[src/rtl/boron_inv_round_seq_if.sv]
// Handshake/bus bundle for the BORON inverse-round engine.
// The master drives start, initial state and round keys; the slave is the engine.
interface boron_inv_round_seq_if #(
  parameter int unsigned RW = 5
);
  localparam int unsigned DW = 64;

  logic          start_i;
  logic [DW-1:0] data_i;
  logic          busy_o;
  logic          key_req_o;
  logic [RW-1:0] round_o;
  logic          key_valid_i;
  logic [DW-1:0] rk_i;
  logic          done_o;
  logic [DW-1:0] data_o;

  modport master (
    output start_i, data_i, key_valid_i, rk_i,
    input  busy_o, key_req_o, round_o, done_o, data_o
  );

  modport slave (
    input  start_i, data_i, key_valid_i, rk_i,
    output busy_o, key_req_o, round_o, done_o, data_o
  );
endinterface

[src/rtl/boron_inv_round_seq.sv]
// Iterative BORON inverse linear layer: one key-add + inverse permutation per cycle,
// keys requested from index ROUNDS-1 down to 0.
module boron_inv_round_seq #(
  parameter int unsigned ROUNDS = 25,
  parameter int unsigned RW     = 5
) (
  input  logic                  clk,
  input  logic                  rst,
  boron_inv_round_seq_if.slave  bus
);
  localparam int unsigned DW = 64;
  localparam int unsigned WW = 16;

  typedef enum logic {IDLE = 1'b0, RUN = 1'b1} state_e;

  state_e        state_q, state_d;
  logic [DW-1:0] data_q, data_d;
  logic [RW-1:0] cnt_q, cnt_d;
  logic          done_q, done_d;
  logic          fire_c;

  function automatic logic [WW-1:0] rotr(input logic [WW-1:0] w, input int unsigned n);
    logic [WW-1:0] lo;
    logic [WW-1:0] hi;
    lo = w >> n;
    hi = w << (WW - n);
    return lo | hi;
  endfunction

  // Undoes the forward per-word rotl 1/4/7/9.
  function automatic logic [DW-1:0] inv_perm(input logic [DW-1:0] s);
    return {rotr(s[63:48], 9), rotr(s[47:32], 7), rotr(s[31:16], 4), rotr(s[15:0], 1)};
  endfunction

  always_ff @(posedge clk or posedge rst) begin
    if (rst) begin
      state_q <= IDLE;
      data_q  <= '0;
      cnt_q   <= '0;
      done_q  <= 1'b0;
    end else begin
      state_q <= state_d;
      data_q  <= data_d;
      cnt_q   <= cnt_d;
      done_q  <= done_d;
    end
  end

  always_comb begin
    state_d = state_q;
    data_d  = data_q;
    cnt_d   = cnt_q;
    done_d  = 1'b0;
    fire_c  = (state_q == RUN) && bus.key_valid_i;
    case (state_q)
      IDLE: begin
        if (bus.start_i) begin
          state_d = RUN;
          data_d  = bus.data_i;
          cnt_d   = RW'(ROUNDS - 1);
        end
      end
      RUN: begin
        // No key means stall: state and count hold.
        if (fire_c) begin
          data_d = inv_perm(data_q ^ bus.rk_i);
          if (cnt_q == '0) begin
            state_d = IDLE;
            done_d  = 1'b1;
          end else begin
            cnt_d = cnt_q - RW'(1);
          end
        end
      end
      default: state_d = IDLE;
    endcase
  end

  assign bus.busy_o    = (state_q == RUN);
  assign bus.key_req_o = (state_q == RUN);
  assign bus.round_o   = cnt_q;
  assign bus.done_o    = done_q;
  assign bus.data_o    = data_q;
endmodule

[src/flat_wrapper.sv]
// flat-port wrapper written by rule: the top's interface ports become plain ports
module boron_inv_round_seq_flat 
#(
  parameter int unsigned ROUNDS = 25,
  parameter int unsigned RW     = 5
)
  (clk, rst, bus_start_i, bus_data_i, bus_key_valid_i, bus_rk_i, bus_busy_o, bus_key_req_o, bus_round_o, bus_done_o, bus_data_o);
  boron_inv_round_seq_if #(.RW(RW)) bus_i ();
  input  logic clk;
  input  logic rst;
  input wire logic [$bits(bus_i.start_i)-1:0] bus_start_i;
  input wire logic [$bits(bus_i.data_i)-1:0] bus_data_i;
  input wire logic [$bits(bus_i.key_valid_i)-1:0] bus_key_valid_i;
  input wire logic [$bits(bus_i.rk_i)-1:0] bus_rk_i;
  output wire logic [$bits(bus_i.busy_o)-1:0] bus_busy_o;
  output wire logic [$bits(bus_i.key_req_o)-1:0] bus_key_req_o;
  output wire logic [$bits(bus_i.round_o)-1:0] bus_round_o;
  output wire logic [$bits(bus_i.done_o)-1:0] bus_done_o;
  output wire logic [$bits(bus_i.data_o)-1:0] bus_data_o;
  assign bus_i.start_i = bus_start_i;
  assign bus_i.data_i = bus_data_i;
  assign bus_i.key_valid_i = bus_key_valid_i;
  assign bus_i.rk_i = bus_rk_i;
  assign bus_busy_o = bus_i.busy_o;
  assign bus_key_req_o = bus_i.key_req_o;
  assign bus_round_o = bus_i.round_o;
  assign bus_done_o = bus_i.done_o;
  assign bus_data_o = bus_i.data_o;
  boron_inv_round_seq #(.ROUNDS(ROUNDS), .RW(RW)) u_core (.clk(clk), .rst(rst), .bus(bus_i));
endmodule
[config.mk]
export PLATFORM = sky130hd
export DESIGN_NAME = boron_inv_round_seq_flat
export DESIGN_NICKNAME = d
export VERILOG_FILES = /design/src/rtl/boron_inv_round_seq_if.sv /design/src/rtl/boron_inv_round_seq.sv /design/src/flat_wrapper.sv
export SDC_FILE = /design/constraint.sdc
export NUM_CORES = 1
export LEC_CHECK = 0
export BUFFER_PORTS_ARGS = -buffer_cell sky130_fd_sc_hd__buf_4
export CAP_MARGIN = 0
export CORE_MARGIN = 1
export CORE_UTILIZATION = 39
export DETAILED_ROUTE_END_ITERATION = 8
export PLACE_DENSITY = 0.73
export RECOVER_POWER = 25
export SLEW_MARGIN = 25
export SYNTH_ARGS = -nofsm -noshare
export SYNTH_HDL_FRONTEND = slang
export SYNTH_SLANG_ARGS = --single-unit
[constraint.sdc]
create_clock -name clk -period 4.3 [get_ports clk]
set_input_delay 1.075 -clock clk [delete_from_list [all_inputs] [get_ports clk]]
set_output_delay 1.075 -clock clk [all_outputs]
set_load 0.02 [all_outputs]
==> impl_metrics.toml, run 1 <==
[outcome]
run_status = "finished with violations"
violations = "max-capacitance violations, max-slew violations"

[synth]
syn-cell-area_mm2 = 0.00351
synth_async_sr_flop_share_pct = 100
gate_count_post_synth = 313
yosysSeqAreaShare_pct = 50.6
combinational_family_with_the_most_area_after_synthesis = "compound AO/OA/AOI/OAI gates"
ys_seq_elements = 71
yosys.area_share.adder_pct = 0.356
synth_fp_nets = 446
synth_compound_gate_area_share_pct = 19.4
synth_enable_flop_cells = 0
muxShareOfSynthArea_pct = 0.570
synth_cell_types = 24
yosys_most_used_dff = "dfrtp_1"
avgSynthCellArea_um2 = 11.2
synth_xor_xnor_area_share_pct = 15.9
yosys.area_share.simple_pct = 9.40
synthesis.yosys.warnings = 0

[critical_path]
reg2reg_slack_ps = 2120
worst_r2r_startpoint = "u_core.bus.busy_o"
start_point_of_the_critical_path = "rst"
path_cells = "clkbuf_4 -> clkinvlp_2 -> buf_4"
cp_slowest_stage_delay_ps = 1300
setup.worst_path.end_class = "async pin"
start_kind = "primary input"
reg2reg_depth = 4
worst-setup-path-type = "primary input to async pin"
cp_data_required_time_ps = 4800
crit_fanout = 52
critical_path.endpoint = "u_core.bus.data_o[0]"
worst_ep_arrival_time_ps = 3000
critical_path.slowest_cell = "clkinvlp_2"
worst_r2r_endpoint = "u_core.bus.data_o[1]"

[placed_design]
port-buffer-count = 203
finalWeightedCongestion = 0.816
dp_hpwl_um = 7010

[final_layout]
area.growth.synth_to_final_pct = 51.7
multiInputGateArea_mm2 = 0.00162
final_util_pct = 61.1
antennaDiodeCount = 0
layout.filler_cells = 735
finalNetCount = 642
final_layout_size_suffix_gt1_share_pct = 44.4
seqCellArea_mm2 = 0.00178

[clock_network]
cts_post_setup_buffers_inserted = 0
holdBufCountCts = 0
cts-resized-gates = 0
clk-insertion-delay-late_ps = 330
tritoncts = "yes"
clk_pin_slew_worst_paths_ps = 80
htree_levels = 3
cts_root_buffer = "clkbuf_8"
cts.path.max_buffers = 2
cts-buffers-inserted = 9
cts.sink_count = 71

[sta]
finalHoldViolations = 0
finalMaxSlewViolations = 53
finalCritPeriodShare_pct = 58.2
unrepaired_setup_endpoints_after_global_routing = "false"
maxClockFrequency_mhz = 400
final.setup.tns_ps = 0
final_min_period_ps = 2500
max_slew_margin_pct = -54.7
clock-skew-final_ps = 15.4
tightest_slew_ps = 2310
setup_violations = 0

[power]
cellLeakagePower_nw = 2.52
seqPwrFrac_pct = 34.7
powerDensity_mw_per_mm2 = 736
ir_worst_vdd_v = 0.000321
p_int_mw = 2.36
power_switching_mw = 1.57
power.combinational.fraction_pct = 49.7
clkPwrFrac_pct = 15.6
netSwitchingFraction_pct = 39.9

[route]
dr_total_vias = 3300
vias_per_cell = 5.31
drc_errors_left = 0
detailedRoute.firstPassIterationCount = 4
detail_route.wl_per_cell_um = 15.9
drtAntennaViolNets = 0
wl_um = 9920
drt_iter0_markers = 92

[global_route]
grt-ovfl-total = 0
gr-usage-all-layers_pct = 21.1
antenna_found_initial = 0
grt_max_degree = 65
grt_pass1_wl_um = 16000
first_global_vias = 3232

[die]
die_h_um = 96.9
std_cell_rows = 34
coreArea_mm2 = 0.00872
die_w_um = 96.9
initial_utilization_pct = 40.3
floorplan.die_area_mm2 = 0.00940
io_pins = 204

[flow_run]
drv.max_cap_violation_count = 1

[min_path]
worst_hold_path_type = "flip-flop to flip-flop"
holdPathStages = 1
==> cells in the mapped netlist (2+ instances only) <==
| library cell | number | area [µm²] |
|---|---|---|
| nor2_1 | 67 | 251 |
| mux2i_1 | 2 | 20.0 |
| inv_1 | 4 | 15.0 |
| nand3_1 | 3 | 15.0 |
| clkbuf_1 | 4 | 15.0 |
| buf_4 | 2 | 15.0 |
| o21ai_0 | 2 | 10.0 |
| xnor2_1 | 64 | 561 |
| a221o_1 | 64 | 641 |
| nand2_1 | 2 | 7.51 |
| dfrtp_1 | 71 | 1780 |
| buf_2 | 15 | 75.1 |
| nand2b_1 | 2 | 12.5 |
==> area by class of cell <==
cell class              instances  share of cell area [%]
well taps                     108                    2.53
flip-flops and latches         71                    33.3
repair buffers                207                    29.1
multi-input cells             216                    30.4
inverters                       4                   0.305
clock buffers                  11                    2.84
clock inverters                 5                    1.50
==> stage by stage <==
stage                     total power, mW  worst slack (ps)  cell area [µm²]  cells  hold WS [ps]
final                                3.93              1800             5330    622           538
after floorplan                      2.52              1430             3510    313           620
after global routing                 4.17              1390             5330    622           564
after detailed placement             3.33              1510             5100    606           533
after CTS                            3.96              1870             5330    622           545
after global placement               3.29              1550             5100    606           522
==> power by group through the flow <==
stage          registers (mW)  logic, mW  clock network, mW
2_1_floorplan            1.70      0.821                  0
3_3_place_gp             1.36       1.93                  0
6_report                 1.36       1.95              0.612
4_1_cts                  1.36       1.97              0.630
3_5_place_dp             1.36       1.97                  0
5_1_grt                  1.41       2.10              0.659
==> critical path, delay by kind of cell <==
family | cells | cell delay [ps]
buffers and inverters | 3 | 1890
==> logic make-up after synthesis <==
| logic type | after synthesis |
|---|---|
| AOI/OAI and AO/OA | 69 |
| xor gates and xnor gates | 64 |
| adders and majority gates | 1 |
| buffers and inverters | 26 |
| DFF | 71 |
| muxes | 2 |
| and+or+nand+nor | 80 |
==> sequential cells by signal, summed over array words and instances, names as in the netlist <==
signal and count:
u_core.bus.done_o 1, u_core.bus.data_o 64, u_core.bus.busy_o 1, u_core.bus.round_o 5
==> metal layers <==
layer | wire (µm) | track usage [%] | up-vias
li1 | - | - | 1530
met1 | 4340 | 27.9 | 1581
met2 | 4600 | 33.6 | 172
met3 | 800 | 5.35 | 17
met4 | 180 | 7.69 | 0
met5 | 0 | 0 | -
==> cells in the final DEF, fill, tap and decap left out <==
cell type / count
bufinv_16: 2
ha_1: 1
a21oi_4: 1
mux2i_1: 2
o21ai_0: 2
or3_1: 1
clkinv_2: 1
dfrtp_1: 71
nand2_1: 2
nor2b_4: 1
nand2b_1: 2
or4_1: 1
clkinvlp_2: 1
clkbuf_8: 11
clkbuf_4: 1
nor2_1: 67
a221o_1: 64
inv_1: 3
o41ai_2: 1
nand2_2: 1
xnor2_1: 64
nor2b_1: 1
clkinvlp_4: 2
nor4b_1: 1
buf_4: 206
o31ai_1: 1
nand3_1: 3
==> worst min path at each step <==
stage                           from               endpoint  slack [ps]
6_report       u_core.bus.round_o[0]  u_core.bus.round_o[0]         540
3_3_place_gp   u_core.bus.round_o[0]  u_core.bus.round_o[0]         520
4_1_cts        u_core.bus.round_o[0]  u_core.bus.round_o[0]         550
3_5_place_dp   u_core.bus.round_o[0]  u_core.bus.round_o[0]         530
2_1_floorplan  u_core.bus.round_o[0]  u_core.bus.round_o[0]         620
5_1_grt        u_core.bus.round_o[0]  u_core.bus.round_o[0]         560
No activity file was read; power rests on OpenSTA's default activity.
==> run 2: changes to the inputs <==
--- a/config.mk
+++ b/config.mk
@@ -10,7 +10,7 @@
 export CORE_MARGIN = 1
 export CORE_UTILIZATION = 39
 export DETAILED_ROUTE_END_ITERATION = 8
-export PLACE_DENSITY = 0.73
+export PLACE_DENSITY = 0.75
 export RECOVER_POWER = 25
 export SLEW_MARGIN = 25
 export SYNTH_ARGS = -nofsm -noshare
==> constraint.sdc (replaced) <==
create_clock -name clk -period 2.25 [get_ports clk]
set_input_delay 0.5625 -clock clk [delete_from_list [all_inputs] [get_ports clk]]
set_output_delay 0.5625 -clock clk [all_outputs]
set_load 0.02 [all_outputs]
==> run 2 against run 1 <==
Effect of this change: the flow now finishes without violations; via count fell by 1.4%; utilization rose by 0.46 points; non-clock buffer count rose by 4; first-iteration DRC count rose by 20%; combinational power rose by 94%; worst hold slack got worse by 190 ps; cell area rose by 0.75%; clock power rose by 72%; total power rose by 89%; largest cell class unchanged.
==> impl_metrics.toml, run 2 (same netlist as run 1, synthesis figures left out) <==
[die]
floorplan.die_area_mm2 = 0.00940
io_pins = 204
initial_utilization_pct = 40.3
die_w_um = 96.9
die_h_um = 96.9
std_cell_rows = 34
coreArea_mm2 = 0.00872

[critical_path]
cpLargestDelayFamily = "compound AO/OA/AOI/OAI gates"
worst-setup-path-type = "flip-flop to flip-flop"
worstPathBufferInverterCount = 2
crit_fanout = 29
reg2reg_depth = 5
start_point_of_the_critical_path = "u_core.bus.busy_o"
critical_path_depth = 5
critical_path.slowest_cell = "dfrtp_1"
start_kind = "flip-flop"
setup.worst_path.end_class = "flip-flop"
worst_ep_arrival_time_ps = 2110
reg2reg_slack_ps = 400
path_cells = "nor2b_4 -> a21oi_4 -> buf_16 -> buf_4 -> a221o_1"
cp_slowest_stage_delay_ps = 540
worst_r2r_startpoint = "u_core.bus.busy_o"
cp_data_required_time_ps = 2520

[min_path]
worst_hold_path_type = "primary input to async pin"

[clock_network]
tritoncts = "yes"
cts-resized-gates = 0
cts_post_setup_buffers_inserted = 0
cts.path.max_buffers = 2
cts_root_buffer = "clkbuf_8"
clk-insertion-delay-late_ps = 340
cts.sink_count = 71
holdBufCountCts = 0
clk_pin_slew_worst_paths_ps = 80
cts-buffers-inserted = 9
htree_levels = 3

[global_route]
first_global_vias = 3226
grt_pass1_wl_um = 16000
gr-usage-all-layers_pct = 21.2
grt-ovfl-total = 0
antenna_found_initial = 0
grt_max_degree = 72

[placed_design]
port-buffer-count = 203
finalWeightedCongestion = 0.764
dpl_cell_area_mm2 = 0.00514
detailedPlace.worstSlack_ps = -122
dp_hpwl_um = 7070
numPlacedInstances = 609

[sta]
tightest_slew_ps = 699
clock-skew-final_ps = 9.51
max_slew_margin_pct = 53.4
finalCritPeriodShare_pct = 82.1
maxClockFrequency_mhz = 542
finalHoldViolations = 0
unrepaired_setup_endpoints_after_global_routing = "false"
final_min_period_ps = 1850
finalMaxSlewViolations = 0
timing.final.ws_setup_ps = 403
setup_violations = 0

[route]
wl_um = 9990
vias_per_cell = 5.20
detailroute.wirelength.met2_um = 4860
detailedRoute.firstPassIterationCount = 6
detail_route.wl_per_cell_um = 16.0
drt_iter0_markers = 110
drc_errors_left = 0
dr_total_vias = 3255
wl_met1_um = 4320
drtAntennaViolNets = 0
wl_met3_um = 669
topRoutingLayerUsed = "met4"

[final_layout]
final_layout_size_suffix_gt1_share_pct = 44.6
final_cells = 626
layout_commonest_cell = "buf_4"
seqCellArea_mm2 = 0.00178
layout.filler_cells = 739
leading_cell_types_in_the_layout_fill_and_taps_excluded = "buf_4 (208), dfrtp_1 (71), nor2_1 (67)"
finalNetCount = 646
antennaDiodeCount = 0
fin_area_mm2 = 0.00537
area.growth.synth_to_final_pct = 52.9
largest_reg_flops = 64
multiInputGateArea_mm2 = 0.00162

[power]
powerDensity_mw_per_mm2 = 1380
cellLeakagePower_nw = 2.54
finalPower_mw = 7.44
ir_worst_vdd_v = 0.000697

[outcome]
run_status = "completed"

[flow_run]
drv.max_cap_violation_count = 0
[run 2: changes by cell type in the layout (fill, tap and decap cells not counted)]
cell       delta
clkinv_2      -1
clkbuf_1      +1
buf_16        +1
buf_12        +1
buf_4         +2
bufinv_16     -1
clkinv_4      +1
[run 2: layout make-up]
cell class                      instances  area share [%]
Sequential cell                        71            33.1
Multi-Input combinational cell        216            30.1
Timing Repair Buffer                  211            30.1
Clock buffer                           12            2.89
Tap cell                              108            2.52
Clock inverter                          4            1.00
Inverter                                4           0.303
[run 2: worst min-delay path: cells and delay by family]
family	cells	cell delay [ps]
buf+inv	3	530
[run 2: power by group]
part | internal, mW | switching [mW] | total, mW | leakage, nW
combinational | 1.96 | 1.83 | 3.78 | 1.58
clock | 0.575 | 0.470 | 1.05 | 0.0988
sequential | 1.90 | 0.705 | 2.61 | 0.861
[run 2: worst paths after layout]
| kind | endpoint |
|---|---|
| max in group asynchronous | u_core.bus.round_o[1] |
| max | u_core.bus.data_o[13] |
| min reg2reg | u_core.bus.round_o[0] |
| min | u_core.bus.data_o[20] |
| min in group clk | u_core.bus.data_o[24] |
| max reg2reg | u_core.bus.data_o[13] |
[run 2: routing by layer]
layer  up-vias  global-route usage (%)
met5         -                       0
met4         0                    7.35
met3        13                    4.55
met2       140                    34.6
met1      1566                    27.9
li1       1536                       -
[run 2: stage by stage]
| stage | hold slack, ps | setup TNS, ps | utilization, % |
|---|---|---|---|
| 3_3_place_gp | 515 | -1380 | 58.9 |
| 4_1_cts | 332 | 0 | 61.3 |
| 5_1_grt | 383 | 0 | 61.6 |
| 2_1_floorplan | 620 | 0 | - |
| 3_5_place_dp | 533 | -2450 | 58.9 |
| 6_report | 351 | 0 | 61.6 |
==> run 3: changes to the inputs <==
--- a/config.mk
+++ b/config.mk
@@ -10,7 +10,7 @@
 export CORE_MARGIN = 1
 export CORE_UTILIZATION = 39
 export DETAILED_ROUTE_END_ITERATION = 8
-export PLACE_DENSITY = 0.75
+export PLACE_DENSITY = 0.73
 export RECOVER_POWER = 25
 export SLEW_MARGIN = 25
 export SYNTH_ARGS = -nofsm -noshare
==> constraint.sdc (replaced) <==
create_clock -name clk -period 1.8 [get_ports clk]
set_input_delay 0.45 -clock clk [delete_from_list [all_inputs] [get_ports clk]]
set_output_delay 0.45 -clock clk [all_outputs]
set_load 0.02 [all_outputs]
==> run 3 against run 2 <==
Effect of this change: worst hold slack got worse by 6.9 ps; worst setup slack worse by 300 ps; non-clock buffer count down 1; wire length grew 3.4%; sequential power rose by 25%; clock-buffer cell count stayed put; sequential cell count is the same; critical path type is now flip-flop to primary output.
==> impl_metrics.toml, run 3 (same netlist as run 1, synthesis figures left out) <==
[sta]
finalCritPeriodShare_pct = 94.4
clock-skew-final_ps = 6.89
timing.final.ws_setup_ps = 101
max_slew_margin_pct = 35.3
maxClockFrequency_mhz = 589
finalMaxSlewViolations = 0
tightest_slew_ps = 970
final.setup.tns_ps = 0
unrepaired_setup_endpoints_after_global_routing = "false"
finalHoldViolations = 0
fin_worst_hold_slack_ps = 345
final_min_period_ps = 1700
setup_violations = 0

[final_layout]
antennaDiodeCount = 0
largest_reg_flops = 64
finalNetCount = 646
layout.filler_cells = 734
fin_area_mm2 = 0.00536
leading_cell_types_in_the_layout_fill_and_taps_excluded = "buf_4 (204), dfrtp_1 (71), nor2_1 (67)"
final_cells = 626
seqCellArea_mm2 = 0.00178
multiInputGateArea_mm2 = 0.00163
final_util_pct = 61.5
final_layout_size_suffix_gt1_share_pct = 44.4
area.growth.synth_to_final_pct = 52.6
layout_commonest_cell = "buf_4"

[route]
drc_errors_left = 0
drtAntennaViolNets = 0
drt_iter0_markers = 149
dr_total_vias = 3312
wl_um = 10300
detailedRoute.firstPassIterationCount = 4
detail_route.wl_per_cell_um = 16.5
vias_per_cell = 5.29

[placed_design]
finalWeightedCongestion = 0.813
dp_hpwl_um = 7040
numPlacedInstances = 609
port-buffer-count = 203
dpl_cell_area_mm2 = 0.00518
detailedPlace.worstSlack_ps = -188

[global_route]
gr-usage-all-layers_pct = 21.8
grt_max_degree = 72
first_global_vias = 3256
grt-ovfl-total = 0
grt_pass1_wl_um = 16300
antenna_found_initial = 0

[critical_path]
critical_path.slowest_cell = "dfrtp_1"
cp_slowest_stage_delay_ps = 550
worst_ep_arrival_time_ps = 1250
start_kind = "flip-flop"
worstPathBufferInverterCount = 2
cp_common_cell = "buf_4"
setup.worst_path.end_class = "primary output"
crit_fanout = 7
cpLargestDelayFamily = "flip-flops"
path_cells = "buf_4 -> buf_4"
worst-setup-path-type = "flip-flop to primary output"
cp_data_required_time_ps = 1350

[power]
clkPwrFrac_pct = 13.3
finalPower_mw = 9.26
cellLeakagePower_nw = 2.54
seqPwrFrac_pct = 35.2
power.combinational.fraction_pct = 51.5
netSwitchingFraction_pct = 40.5
p_int_mw = 5.51
powerDensity_mw_per_mm2 = 1730
ir_worst_vdd_v = 0.000808
power_switching_mw = 3.75

[min_path]
worst_hold_path_type = "primary input to flip-flop"

[clock_network]
tritoncts = "yes"
cts.path.max_buffers = 2
cts.sink_count = 71
clk_pin_slew_worst_paths_ps = 70
htree_levels = 3
cts_root_buffer = "clkbuf_8"
clk-insertion-delay-late_ps = 330
cts-buffers-inserted = 9

[die]
die_w_um = 96.9
initial_utilization_pct = 40.3
die_h_um = 96.9
floorplan.die_area_mm2 = 0.00940
std_cell_rows = 34
coreArea_mm2 = 0.00872
io_pins = 204

[outcome]
run_status = "completed"

[flow_run]
drv.max_cap_violation_count = 0
## run 3: changes by cell type in the layout (fill, tap and decap cells not counted), moves of 2 or more
cell	before	now
buf_4	208	204
clkinv_2	0	3
buf_12	1	3
clkinvlp_4	2	0
## run 3: repair_timing
action | 4_1_cts | 5_1_grt
gates cloned | 1 | 0
setup endpoints to repair | 7 | 12
resized for setup | 0 | 1
buffers inserted | 0 | 0
hold buffers | 0 | 0
## run 3: worst paths after layout
kind                                        from                    end  slack [ps]  cells past startpoint
max                            u_core.bus.busy_o          bus_key_req_o         100                      2
min                                bus_data_i[4]   u_core.bus.data_o[4]         340                      2
max reg2reg                    u_core.bus.busy_o  u_core.bus.data_o[40]         120                      4
min reg2reg                u_core.bus.round_o[0]  u_core.bus.round_o[0]         540                      1
max in group asynchronous                    rst  u_core.bus.data_o[49]         700                      3
min in group asynchronous                    rst   u_core.bus.data_o[8]         470                      3
## run 3: layout make-up
class	instances	share of cell area (%)
clock buffers	12	2.71
multi-input cells	217	30.3
clock inverters	4	0.840
flip-flops and latches	71	33.1
repair buffers	210	30.2
inverters	4	0.303
well taps	108	2.52
## run 3: power by group through the flow
stage | clock network, mW | registers, mW | logic, mW
after floorplan | 0 | 4.06 | 1.96
after global placement | 0 | 3.23 | 4.71
after detailed placement | 0 | 3.25 | 4.79
after CTS | 1.28 | 3.26 | 4.82
after global routing | 1.34 | 3.38 | 5.11
final | 1.24 | 3.26 | 4.77
## run 3: per-layer routing
metal  GRT usage [%]  part of all wire (%)  wire length [µm]
met3            4.34                   7.1               734
met4            8.96                   1.8               191
met2            35.9                    50              5160
met5               0                     0                 0
met1            28.0                    41              4240
